## src/rtl/addr_resilient_pipe.sv

```systemverilog
// ---------------------------------------------------------------------------
// addr_resilient_pipe
//   Chunked, pipelined carry-propagate adder with optional redundant datapath
//   copies (single, duplicate-and-compare, triple with majority vote).
//   Each pipeline stage adds CHUNK operand bits plus the carry registered by
//   the previous stage.  The final stage is the output register.  The result
//   therefore appears STAGES cycles after the operands are accepted.
//
// Ports
//   clk        rising-edge clock
//   rst        synchronous active-high reset
//   in_valid   operands valid          in_ready  block accepts operands
//   a, b, cin  unsigned operands and carry-in
//   fi_en      fault-injection enable  fi_mask   XOR mask for copy B result
//   clr_count  clear the error counter
//   out_valid  result valid            out_ready consumer accepts result
//   sum        WIDTH+1 bit result, MSB is carry-out
//   err        redundant copies disagree on the presented result
//   err_count  saturating count of transferred erroneous results
// ---------------------------------------------------------------------------
module addr_resilient_pipe #(
    parameter int WIDTH  = 8,
    parameter int CHUNK  = 4,
    parameter int MODE   = 1,
    parameter int ECNT_W = 8
) (
    input  logic              clk,
    input  logic              rst,
    input  logic              in_valid,
    output logic              in_ready,
    input  logic [WIDTH-1:0]  a,
    input  logic [WIDTH-1:0]  b,
    input  logic              cin,
    input  logic              fi_en,
    input  logic [WIDTH:0]    fi_mask,
    input  logic              clr_count,
    output logic              out_valid,
    input  logic              out_ready,
    output logic [WIDTH:0]    sum,
    output logic              err,
    output logic [ECNT_W-1:0] err_count
);

    localparam int STAGES = (WIDTH + CHUNK - 1) / CHUNK;
    localparam int LAST   = STAGES - 1;
    localparam int NCOPY  = (MODE == 0) ? 1 : ((MODE == 1) ? 2 : 3);

    function automatic logic [WIDTH:0] inject(input logic [WIDTH:0] r,
                                              input logic           en,
                                              input logic [WIDTH:0] m);
        return en ? (r ^ m) : r;
    endfunction

    function automatic logic [WIDTH:0] majority(input logic [WIDTH:0] x,
                                                input logic [WIDTH:0] y,
                                                input logic [WIDTH:0] z);
        return (x & y) | (x & z) | (y & z);
    endfunction

    function automatic logic [ECNT_W-1:0] sat_inc(input logic [ECNT_W-1:0] v);
        return (&v) ? v : v + 1'b1;
    endfunction

    // One global advance: the whole pipe moves when the output register is
    // empty or being drained, otherwise every stage holds.
    logic [STAGES-1:0] vld_p;
    logic              adv;
    logic              in_fire;
    logic              out_fire;
    logic [WIDTH:0]    voted;
    logic              mis;

    assign adv       = !vld_p[LAST] || out_ready;
    assign in_ready  = adv;
    assign in_fire   = in_valid && in_ready;
    assign out_valid = vld_p[LAST];
    assign out_fire  = out_valid && out_ready;

    always_ff @(posedge clk) begin
        if (rst) begin
            vld_p <= '0;
        end else if (adv) begin
            vld_p[0] <= in_fire;
            for (int k = 1; k < STAGES; k++) begin
                vld_p[k] <= vld_p[k-1];
            end
        end
    end

    // Independent datapath copies; each declares its own stage registers so
    // nothing is shared between copies.
    for (genvar c = 0; c < NCOPY; c++) begin : g_cp
        for (genvar k = 0; k < STAGES; k++) begin : g_st
            localparam int LO = k * CHUNK;
            localparam int CW = ((WIDTH - LO) < CHUNK) ? (WIDTH - LO) : CHUNK;
            localparam int HI = LO + CW;

            // ai/bi: operand bits not yet consumed; sn: finished sum bits
            logic [WIDTH-LO-1:0] ai;
            logic [WIDTH-LO-1:0] bi;
            logic                ci;
            logic [CW:0]         t;
            logic [HI-1:0]       sn;

            if (k == 0) begin : g_src
                assign ai = a;
                assign bi = b;
                assign ci = cin;
                assign sn = t[CW-1:0];
            end else begin : g_src
                assign ai = g_st[k-1].g_reg.a_q;
                assign bi = g_st[k-1].g_reg.b_q;
                assign ci = g_st[k-1].g_reg.c_q;
                assign sn = {t[CW-1:0], g_st[k-1].g_reg.s_q};
            end

            assign t = {1'b0, ai[CW-1:0]} + {1'b0, bi[CW-1:0]} + {{CW{1'b0}}, ci};

            if (k < LAST) begin : g_reg
                // ---- stage k register: remaining operands, partial sum, carry
                logic [WIDTH-HI-1:0] a_q;
                logic [WIDTH-HI-1:0] b_q;
                logic [HI-1:0]       s_q;
                logic                c_q;

                always_ff @(posedge clk) begin
                    if (adv) begin
                        a_q <= ai[WIDTH-LO-1:CW];
                        b_q <= bi[WIDTH-LO-1:CW];
                        s_q <= sn;
                        c_q <= t[CW];
                    end
                end
            end else begin : g_out
                // ---- output register: final chunk, carry-out, fault point
                logic [WIDTH:0] res_q;
                logic           ld;

                assign ld = (k == 0) ? in_fire : vld_p[(k == 0) ? 0 : k - 1];

                always_ff @(posedge clk) begin
                    if (rst) begin
                        res_q <= '0;
                    end else if (adv && ld) begin
                        res_q <= inject({t[CW], sn}, (c == 1) && fi_en, fi_mask);
                    end
                end
            end
        end
    end

    if (MODE == 0) begin : g_vote
        assign voted = g_cp[0].g_st[LAST].g_out.res_q;
        assign mis   = 1'b0;
    end else if (MODE == 1) begin : g_vote
        logic [WIDTH:0] ra;
        logic [WIDTH:0] rb;
        assign ra    = g_cp[0].g_st[LAST].g_out.res_q;
        assign rb    = g_cp[1].g_st[LAST].g_out.res_q;
        assign voted = ra;
        assign mis   = (ra != rb);
    end else begin : g_vote
        logic [WIDTH:0] ra;
        logic [WIDTH:0] rb;
        logic [WIDTH:0] rc;
        assign ra    = g_cp[0].g_st[LAST].g_out.res_q;
        assign rb    = g_cp[1].g_st[LAST].g_out.res_q;
        assign rc    = g_cp[2].g_st[LAST].g_out.res_q;
        assign voted = majority(ra, rb, rc);
        assign mis   = (ra != voted) || (rb != voted) || (rc != voted);
    end

    assign sum = voted;
    assign err = out_valid && mis;

    // Clear takes priority over a coincident increment.
    always_ff @(posedge clk) begin
        if (rst || clr_count) begin
            err_count <= '0;
        end else if (out_fire && err) begin
            err_count <= sat_inc(err_count);
        end
    end

endmodule

```

## config.mk

```make
export PLATFORM = sky130hd
export DESIGN_NAME = addr_resilient_pipe
export DESIGN_NICKNAME = d
export VERILOG_FILES = /design/src/rtl/addr_resilient_pipe.sv
export SDC_FILE = /design/constraint.sdc
export NUM_CORES = 1
export LEC_CHECK = 0
export ABC_CLOCK_PERIOD_IN_PS = 2700
export CORE_AREA = 3 3 92 72
export CTS_BUF_LIST = sky130_fd_sc_hd__clkbuf_2
export CTS_CLUSTER_DIAMETER = 80
export DETAILED_ROUTE_END_ITERATION = 12
export DIE_AREA = 0 0 95 75
export GPL_TIMING_DRIVEN = 0
export SLEW_MARGIN = 20
export SYNTH_ARGS = -nofsm -noshare
export SYNTH_HDL_FRONTEND = slang
export SYNTH_SLANG_ARGS = --single-unit
```

## constraint.sdc

```tcl
create_clock -name clk -period 2.7 [get_ports clk]
set_input_delay 0.54 -clock clk [delete_from_list [all_inputs] [get_ports clk]]
set_output_delay 0.54 -clock clk [all_outputs]
set_load 0.02 [all_outputs]
```

==> metrics <==
outcome=finished, final reports clean; Post-synth EDFFs=13; Main synth FF type=dfxtp_1; Design Area, Final=2700 sq um; CTS buffer count=5; Pleak=between 1 and 1.5 nW; setup repair after global routing missed its margin=false; Slowest cell on crit path=clkdlybuf4s50_1; Core Rows=24; gpl congestion=~0.76; post-DR vias/cell=4.81; Vias=1,629; first-pass GRT wire length=7.22 mm; Max stage delay on crit path=about 0.65 ns; sw power=0.382 mW; vias in the first global route=1,486; worst min path class=reg2reg; WP buf/inv=2; crit-path cells=clkdlybuf4s50_1 -> nand2b_4 -> clkdlybuf4s50_1; Worst path most repeated cell=clkdlybuf4s50_1; clock power share=30.8%; Clock Latency Late Sink=0.39 ns; Worst-path clk slew=0.21 ns; Area contributors post-synth=dfxtp_1 28%, edfxtp_1 19%, xor2_1 7.8%; Die Span Y=75 um; syn nets=247; largest net degree at the start of global routing=19; actual slew at the worst max-slew pin=0.568 ns; fin crit share=92.4%; Buffers on Ports=50; met1 GRT Util=between 10% and 20%; P_int=approximately 1.1 mW; CP top delay family=buffers and inverters; Syn Area/Cell=9.85 sq um; Min Hold Slack=0.489 ns; critical path class=in2out; crit path max fanout=18; min Tclk post-route=2.50 ns; Wirelength per Cell=13.3 um; DP Cell Count=332; Boundary Pins=52; post-route ant nets=0; CTS Sinks=41; Post-Syn Area=2010 sq um; Ys Warns=0; hold buffers post-CTS=0; reg2reg start=g_cp[1].g_st[0].g_reg.a_q[0]$_DFFE_PN_; clk buf depth=2; asr flop ratio synth=0%; M3 GR Usage=~4.4%; area leader, netlist=dfxtp_1; hpwl dp=3.44 mm; area of placed instances=2610 sq um; max_slew headroom=62.0%; CTS tree=done; combinational share of power=20.0%; max frequency=401 MHz; global-route met2 utilization=19.6%; Post-Synthesis Cells=204; Hold Vio Cnt, Final=0; initial antenna violation count=0; non-filler cells, final=339; Initial Util=34.7%; hold_sp=g_cp[1].g_st[1].g_out.res_q[8]$_SDFFE_PP0P_; Total GRT Usage=13.4%; die width=95 um; GRT busiest layer=met2; DRC violations left=0; most common cell in the netlist=nand2_1; Final Setup Violations=0; Post-Route WL=4.50 mm; Yosys reg bits=41; CTS root buffer=clkbuf_2; Sw Share=a little over a quarter; Area growth syn-to-layout=34.6%; Final Slew Violations=0; nets=just over 300; number of diodes=0; startpoint types=input port; worst clock skew=between 0.005 and 0.006 ns; H-tree levels=2; Seq pwr share=about half; DRC marker count from the first detailed-route iteration=73; DRT Pass-1 Iters=4; core area=5800 sq um; number of max-cap violations=0; CP Capture Type=output port; die area=7130 sq um; Post-synth top cells=37 x nand2_1, 28 x dfxtp_1, 18 x nor2_1, 18 x xor2_1, 17 x a21oi_1; Seq/Total Area, Yosys=47.3%; Netlist cell types=35; maximum VDD drop=197 uV; Critical Path RT=2.16 ns; share of layout cells above drive strength 1=9.20%; CP arrival=1.96 ns; post-route total power=between 1 and 1.5 mW; PD cells=543 nW/um^2; Yosys top cell area share=27.9%; global route overflow=0; Setup crit start=out_ready
[worst register-to-register path: stages (launching register included)]
cell,delay (ns)
edfxtp_1,0.45
fa_1,0.50
fa_1,0.43
a21o_1,0.21
a21oi_1,0.24
xor2_1,0.18
nand2_1,0.07
a21oi_1,0.14
[stage by stage]
step / utilization (%) / setup TNS, ns / worst slack (ns)
after global routing: 46.7 / 0 / 0.131
after floorplan: - / 0 / 0.614
final: 46.7 / 0 / 0.204
after detailed placement: 45.0 / -1.76 / -0.491
after global placement: 45.0 / -1.56 / -0.485
after CTS: 46.5 / 0 / 0.0162
[power groups by stage]
stage	clock network, mW	registers [mW]	logic, mW
final	0.451	0.723	0.294
after global routing	0.493	0.729	0.325
after CTS	0.466	0.723	0.297
after detailed placement	0	0.736	0.296
after global placement	0	0.735	0.293
after floorplan	0	0.742	0.168
[path summary, 6_finish.rpt]
kind	to	slack, ns	cells past startpoint
worst max-delay path	in_ready	0.20	3
worst min-delay path	g_cp[1].g_st[1].g_out.res_q[8]$_SDFFE_PP0P_	0.49	2
worst max register to register	g_cp[1].g_st[1].g_out.res_q[8]$_SDFFE_PP0P_	0.45	7
worst min register to register	g_cp[1].g_st[1].g_out.res_q[8]$_SDFFE_PP0P_	0.49	2
[registers in the layout, summed over array words and instances, names as in the netlist]
signal and count:
err_count 8, g_cp.g_st.g_out.res_q 9, g_cp.g_st.g_reg.a_q 4, g_cp.g_st.g_reg.b_q 4, g_cp.g_st.g_reg.c_q 1, g_cp.g_st.g_reg.s_q 4
sum 9, vld_p 2
[cells by family (layout without fill, tap and decap cells)]
kind of cell | after synthesis | in the layout | synth area share [%]
xor+xnor | 22 | 22 | 9.59
simple gates | 71 | 71 | 15.6
buf+inv | 15 | 72 | 3.61
compound gates | 42 | 42 | 14.5
flops | 41 | 41 | 47.3
mux | 2 | 2 | 0.996
fa+ha+maj | 11 | 11 | 8.34
[final cells by class]
type                       instances  area [sq um]
fill                             583          3090
multi-input combinational        148           993
sequential                        41           951
timing repair buffer              50           503
tap                               78          97.6
clock inverter                     3          65.1
buffer                             7          42.5
inverter                           7          26.3
clock buffer                       5          25.0
[repair_timing]
| action | in CTS | in global routing |
|---|---|---|
| buffers inserted | 0 | 0 |
| setup endpoints to repair | 1 | 2 |
| gates cloned | 0 | 0 |
| gates resized for setup | 1 | 2 |
| pin swaps | 0 | 1 |
[layer usage]
metal | vias to the layer above | share of wire (%) | routed length (um)
li1 | 816 | - | -
met1 | 746 | 47 | 2110
met2 | 63 | 43 | 1920
met3 | 4 | 9.6 | 432
met4 | 0 | 0.87 | 39
met5 | - | 0 | 0
[placed cells by master (no fill, tap or decap), types with 3 or more instances in the layout]
cell type        count
inv_1                7
xnor2_1              4
a21o_1               3
a211oi_1             9
nand2_1             37
clkbuf_1             3
a31o_2               3
clkbuf_2             5
xor2_1              18
edfxtp_1            13
a31oi_1              3
nor2_1              18
fa_1                 4
dfxtp_1             28
clkdlybuf4s50_1     49
a21oi_1             17
a41o_2               4
ha_1                 7
No activity file was read; power rests on OpenSTA's default activity.
